**config.mk**
```make
export PLATFORM = sky130hd
export DESIGN_NAME = apb_master
export DESIGN_NICKNAME = d
export VERILOG_FILES = /design/src/rtl/apb_pkg.sv /design/src/rtl/apb_master.sv
export SDC_FILE = /design/constraint.sdc
export NUM_CORES = 1
export LEC_CHECK = 0
export ABC_AREA = 1
export CORE_ASPECT_RATIO = 1.2
export CORE_MARGIN = 10
export CORE_UTILIZATION = 23
export CTS_BUF_LIST = sky130_fd_sc_hd__clkbuf_8 sky130_fd_sc_hd__clkbuf_16
export CTS_CLUSTER_SIZE = 14
export DETAILED_ROUTE_END_ITERATION = 12
export GPL_TIMING_DRIVEN = 0
export MAX_ROUTING_LAYER = met4
export PLACE_DENSITY = 0.48
export SYNTH_ARGS = -nofsm -noshare
export SYNTH_HDL_FRONTEND = slang
export SYNTH_SLANG_ARGS = --single-unit
```
**constraint.sdc**
```tcl
create_clock -name clk -period 3.29 [get_ports clk]
set_input_delay 0.658 -clock clk [delete_from_list [all_inputs] [get_ports clk]]
set_output_delay 0.658 -clock clk [all_outputs]
set_load 0.01 [all_outputs]
```
**src/rtl/apb_pkg.sv**
```systemverilog
// Shared APB definitions used by the APB initiator.
//   - bus address / data widths
//   - FSM state encodings (as localparams and as an enum type)
//   - address mask that forces word alignment
package apb_pkg;

  localparam int APB_ADDR_W = 32;
  localparam int APB_DATA_W = 32;

  localparam logic [1:0] IDLE   = 2'd0;
  localparam logic [1:0] SETUP  = 2'd1;
  localparam logic [1:0] ACCESS = 2'd2;

  typedef enum logic [1:0] {
    ST_IDLE   = IDLE,
    ST_SETUP  = SETUP,
    ST_ACCESS = ACCESS
  } apb_state_e;

  // APB addresses are word aligned; the two low bits are always dropped.
  localparam logic [APB_ADDR_W-1:0] APB_ADDR_MASK = {{(APB_ADDR_W-2){1'b1}}, 2'b00};

endpackage

```
**src/rtl/apb_master.sv**
```systemverilog
// apb_master: single-outstanding APB3 initiator.
// Converts a valid/ready command port into SETUP/ACCESS transfers and returns
// read data and slave error on a one-cycle response strobe (no backpressure).
// Back-to-back commands go ACCESS -> SETUP with no idle cycle in between.
//
// Ports
//   clk, reset_n                 bus clock, async active-low reset
//   cmd_valid/cmd_ready          command handshake
//   cmd_write/cmd_addr/cmd_wdata command fields (cmd_addr[1:0] ignored)
//   rsp_valid/rsp_rdata/rsp_err  one-cycle response (rdata is 0 for writes)
//   m_*                          APB3 initiator signals
//
// Parameter
//   TIMEOUT  max ACCESS wait cycles before abort (1..65535); only active when
//            the macro APB_MASTER_TIMEOUT_EN is defined.
//
// State    | meaning
// ---------+-------------------------------------------------------------
// ST_IDLE  | no transfer; ready for a command
// ST_SETUP | psel high, penable low; always one cycle
// ST_ACCESS| psel and penable high; wait for pready (or timeout)
module apb_master
  import apb_pkg::*;
#(
  parameter int unsigned TIMEOUT = 255
) (
  input  logic                  clk,
  input  logic                  reset_n,
  input  logic                  cmd_valid,
  output logic                  cmd_ready,
  input  logic                  cmd_write,
  input  logic [APB_ADDR_W-1:0] cmd_addr,
  input  logic [APB_DATA_W-1:0] cmd_wdata,
  output logic                  rsp_valid,
  output logic [APB_DATA_W-1:0] rsp_rdata,
  output logic                  rsp_err,
  output logic [APB_ADDR_W-1:0] m_paddr,
  output logic                  m_pwrite,
  output logic                  m_psel,
  output logic                  m_penable,
  output logic [APB_DATA_W-1:0] m_pwdata,
  input  logic [APB_DATA_W-1:0] m_prdata,
  input  logic                  m_pready,
  input  logic                  m_pslverr
);

  if (TIMEOUT < 1 || TIMEOUT > 65535) begin : g_timeout_range
    $error("apb_master: TIMEOUT out of range 1..65535");
  end

  apb_state_e            r_state;
  apb_state_e            w_state_nxt;
  logic [APB_ADDR_W-1:0] r_addr;
  logic                  r_write;
  logic [APB_DATA_W-1:0] r_wdata;
  logic                  r_rsp_valid;
  logic [APB_DATA_W-1:0] r_rsp_rdata;
  logic                  r_rsp_err;
  logic                  w_accept;
  logic                  w_complete;
  logic                  w_timeout;
  logic                  w_limit;

`ifdef APB_MASTER_TIMEOUT_EN
  logic [15:0] r_wait_cnt;

  // Cleared while in SETUP so every ACCESS phase starts counting from zero.
  always_ff @(posedge clk or negedge reset_n) begin
    if (!reset_n) begin
      r_wait_cnt <= '0;
    end else if (r_state == ST_SETUP) begin
      r_wait_cnt <= '0;
    end else if (r_state == ST_ACCESS && !m_pready) begin
      r_wait_cnt <= r_wait_cnt + 16'd1;
    end
  end

  assign w_limit = (r_wait_cnt == 16'(TIMEOUT));
`else
  assign w_limit = 1'b0;
`endif

  always_ff @(posedge clk or negedge reset_n) begin
    if (!reset_n) begin
      r_state <= ST_IDLE;
    end else begin
      r_state <= w_state_nxt;
    end
  end

  always_comb begin
    w_state_nxt = r_state;
    cmd_ready   = 1'b0;
    m_psel      = 1'b0;
    m_penable   = 1'b0;
    w_accept    = 1'b0;
    w_complete  = 1'b0;
    w_timeout   = 1'b0;
    case (r_state)
      ST_IDLE: begin
        cmd_ready = 1'b1;
        if (cmd_valid) begin
          w_accept    = 1'b1;
          w_state_nxt = ST_SETUP;
        end
      end
      ST_SETUP: begin
        m_psel      = 1'b1;
        w_state_nxt = ST_ACCESS;
      end
      ST_ACCESS: begin
        m_psel    = 1'b1;
        m_penable = 1'b1;
        // A pready arriving in the limit cycle still completes normally.
        if (m_pready) begin
          w_complete = 1'b1;
          cmd_ready  = 1'b1;
          if (cmd_valid) begin
            w_accept    = 1'b1;
            w_state_nxt = ST_SETUP;
          end else begin
            w_state_nxt = ST_IDLE;
          end
        end else if (w_limit) begin
          w_timeout   = 1'b1;
          w_state_nxt = ST_IDLE;
        end
      end
      default: w_state_nxt = ST_IDLE;
    endcase
  end

  always_ff @(posedge clk or negedge reset_n) begin
    if (!reset_n) begin
      r_addr  <= '0;
      r_write <= 1'b0;
      r_wdata <= '0;
    end else if (w_accept) begin
      r_addr  <= cmd_addr & APB_ADDR_MASK;
      r_write <= cmd_write;
      r_wdata <= cmd_wdata;
    end
  end

  always_ff @(posedge clk or negedge reset_n) begin
    if (!reset_n) begin
      r_rsp_valid <= 1'b0;
      r_rsp_rdata <= '0;
      r_rsp_err   <= 1'b0;
    end else begin
      r_rsp_valid <= w_complete | w_timeout;
      if (w_complete) begin
        r_rsp_rdata <= r_write ? '0 : m_prdata;
        r_rsp_err   <= m_pslverr;
      end else if (w_timeout) begin
        r_rsp_rdata <= '0;
        r_rsp_err   <= 1'b1;
      end
    end
  end

  assign m_paddr   = r_addr;
  assign m_pwrite  = r_write;
  assign m_pwdata  = r_wdata;
  assign rsp_valid = r_rsp_valid;
  assign rsp_rdata = r_rsp_rdata;
  assign rsp_err   = r_rsp_err;

endmodule

```
==> flow_metrics.py, run 1 <==
metrics = {
    "clock_network": {
        "cts_hold_buf": 0,
        "cts_root_buf": "clkbuf_16",
        "clock-sinks": 99,
        "cts_tree": "yes",
        "clk_latency_ps": 340,
        "cts_resized": 0,
        "clk_pin_slew_ps": 70,
        "htree_levels": 3,
        "clock_path_buffers": 2,
        "cts_setup_buffers": 0,
        "cts_buffers": 9,
    },
    "global_routing": {
        "grt_overflow_total": 0,
        "grt_pass1_vias": 4148,
        "grt_antenna_before_repair": 0,
        "track_usage_pct": 12.5,
        "grt_start_max_net_pins": 64,
        "grt_pass1_wl_microns": 23100,
    },
    "critical_path": {
        "timing.rr.end": "m_paddr[25]",
        "worst_setup_path_start_kind": "flop",
        "r2r_cells": 8,
        "reg2reg_slack_ps": 1570,
        "crit_fanout": 10,
        "end_kind": "output port",
        "crit_type": "reg -> out",
        "required_ps": 2630,
        "cp.arrival_ps": 2160,
        "regToRegStartpoint": "r_state[0]",
    },
    "job": {
        "maxCapViolCount": 0,
    },
    "final_layout": {
        "fill_cells": 1860,
        "multi_input_area_sq_um": 1390,
        "mostFrequentLayoutCell": "nand2_1",
        "nNetsFinal": 774,
        "seq_area_sq_um": 2480,
        "diodes": 0,
        "drive_gt1_share_pct": 6.86,
        "final_util_pct": 37.5,
        "final_cell_mix": "nand2_1, clkdlybuf4s50_1, dfrtp_1",
        "finalInstanceArea_sq_um": 6800,
        "stdcell_count": 895,
        "area_growth_pct": 60.9,
    },
    "yosys": {
        "syn_area_sq_um": 4230,
        "yosys.area.top_type": "dfrtp_1",
        "synth-compound-area-share_pct": 3.91,
        "syn_area_per_cell_sq_um": 9.31,
        "synth-simple-area-share_pct": 27.0,
        "ys_seq_elements": 99,
        "synth_mux_area_share_pct": 0,
        "synth_top_family_by_area": "simple AND/OR/NAND/NOR gates",
        "synth_xor_area_share_pct": 0,
        "syn_inst": 454,
        "synth_cell_types": 18,
        "yosysTopAreaCellShare_pct": 58.6,
        "yosysWarnings": 0,
        "synth_adder_area_share_pct": 1.78,
        "synth_area_leaders": "dfrtp_1, nand2_1, nand3_1",
        "yosysSeqAreaShare_pct": 58.6,
    },
    "placed_design": {
        "postPlaceCellArea_sq_um": 6530,
        "routabilityCongestion": 0.792,
        "dp_cells": 879,
        "dp_hpwl_microns": 11300,
        "port_buffers": 199,
    },
    "drt": {
        "drcViolationCount": 0,
        "final_antenna_net_count": 0,
        "wl_per_cell_microns": 16.3,
        "first_iter_violations": 188,
        "m1WireLength_microns": 5960,
        "wl_microns": 14600,
        "vias": 3809,
        "wl_met3_microns": 910,
        "wl_met2_microns": 7460,
        "viasPerCell": 4.26,
        "dr.pass1.iters": 7,
        "highest_layer": "met4",
    },
    "sta": {
        "tightest_slew_ps": 507,
        "fin_worst_skew_ps": 8.18,
        "fmax_ghz": 0.355,
        "fin_crit_ps": 2820,
        "setup_viol": 0,
        "max_slew_margin_pct": 66.2,
        "fin_crit_sh_pct": 85.7,
        "rsz0062_at_grt": "false",
        "hold_viol": 0,
        "slew_violations": 0,
    },
    "power": {
        "p_leak_nw": 3.22,
        "clkPwrFrac_pct": 15.8,
        "comb_power_share_pct": 51.1,
        "p_int_w": 0.00390,
        "p_sw_share_pct": 37.3,
        "seqPwrFrac_pct": 33.1,
        "p_sw_w": 0.00232,
        "power.density_nw_per_um2": 914,
        "ir_drop_mv": 0.361,
    },
    "worst_hold_path": {
        "worstHoldPathType": "in -> async",
    },
    "die": {
        "die_h_microns": 168,
        "die_w_microns": 144,
        "io_pins": 204,
        "core_sq_um": 18100,
        "rows": 54,
        "dieArea_sq_um": 24200,
        "start_util_pct": 23.3,
    },
    "status": {
        "status": "complete, no violations",
    },
}
-- power by group through the flow --
stage | clock, W | sequential (W) | combinational, W
after global placement | 0 | 0.00206 | 0.00321
after CTS | 0.00103 | 0.00207 | 0.00327
final | 0.000983 | 0.00206 | 0.00317
after detailed placement | 0 | 0.00208 | 0.00325
after floorplan | 0 | 0.00230 | 0.00129
after global routing | 0.00109 | 0.00214 | 0.00353
-- state kept, by name (all words and copies together), names as in the netlist --
name	count
m_paddr	30
m_pwdata	32
m_pwrite	1
r_state	2
rsp_err	1
rsp_rdata	32
rsp_valid	1
-- cell type report --
cell class                      instances  share of cell area, %
Sequential cell                        99                   36.4
Timing Repair Buffer                  200                   29.7
Multi-Input combinational cell        315                   20.4
Buffer                                 31                   4.79
Tap cell                              224                   4.12
Clock buffer                            9                   3.31
Clock inverter                          7                  0.681
Inverter                               10                  0.552
-- critical path: stages (launching register included) --
cell and delay (ps):
dfrtp_1 420, inv_1 140, ha_1 180, inv_1 40, nand2_1 130, buf_6 200
and2_1 140, clkdlybuf4s50_1 570
-- layer usage --
| layer | global-route usage, % | up-vias |
|---|---|---|
| li1 | - | 1857 |
| met1 | 14.3 | 1813 |
| met2 | 20.9 | 126 |
| met3 | 3.33 | 13 |
| met4 | 3.87 | 0 |
| met5 | - | - |
-- metrics by stage --
stage	power [W]	TNS [ps]	setup WS, ps	hold WS [ps]
2_1_floorplan	0.00358	0	1410	362
3_3_place_gp	0.00527	-234760	-2380	454
3_5_place_dp	0.00533	0	493	459
4_1_cts	0.00636	0	428	287
5_1_grt	0.00675	0	329	305
6_report	0.00621	0	471	279
-- logic make-up after synthesis --
family / after synthesis
other: 1
buffers and inverters: 41
adders and majority gates: 6
AOI/OAI and AO/OA: 33
DFF: 99
and+or+nand+nor: 274
-- Yosys cell counts, drive strengths merged --
| master | instances |
|---|---|
| nand3 | 66 |
| inv | 10 |
| dfrtp | 99 |
| ha | 6 |
| conb | 1 |
| clkbuf | 17 |
| o21ai | 33 |
| nand2 | 207 |
| buf | 14 |
| and2 | 1 |
-- worst max path at each step --
stage          cells past startpoint           to        from
6_report                           7    cmd_ready  r_state[0]
5_1_grt                            7    cmd_ready  r_state[0]
4_1_cts                            7    cmd_ready  r_state[0]
3_5_place_dp                       5    cmd_ready    m_pready
3_3_place_gp                       1  m_paddr[30]     reset_n
2_1_floorplan                      6    cmd_ready  r_state[0]
No activity file was read; power rests on OpenSTA's default activity.
==> inputs of run 2 (changes only) <==
Settings changed: SKIP_CTS_REPAIR_TIMING from default to 1.
==> results of run 2 <==
The final DEF is identical to that of run 1; final timing and power are the same.
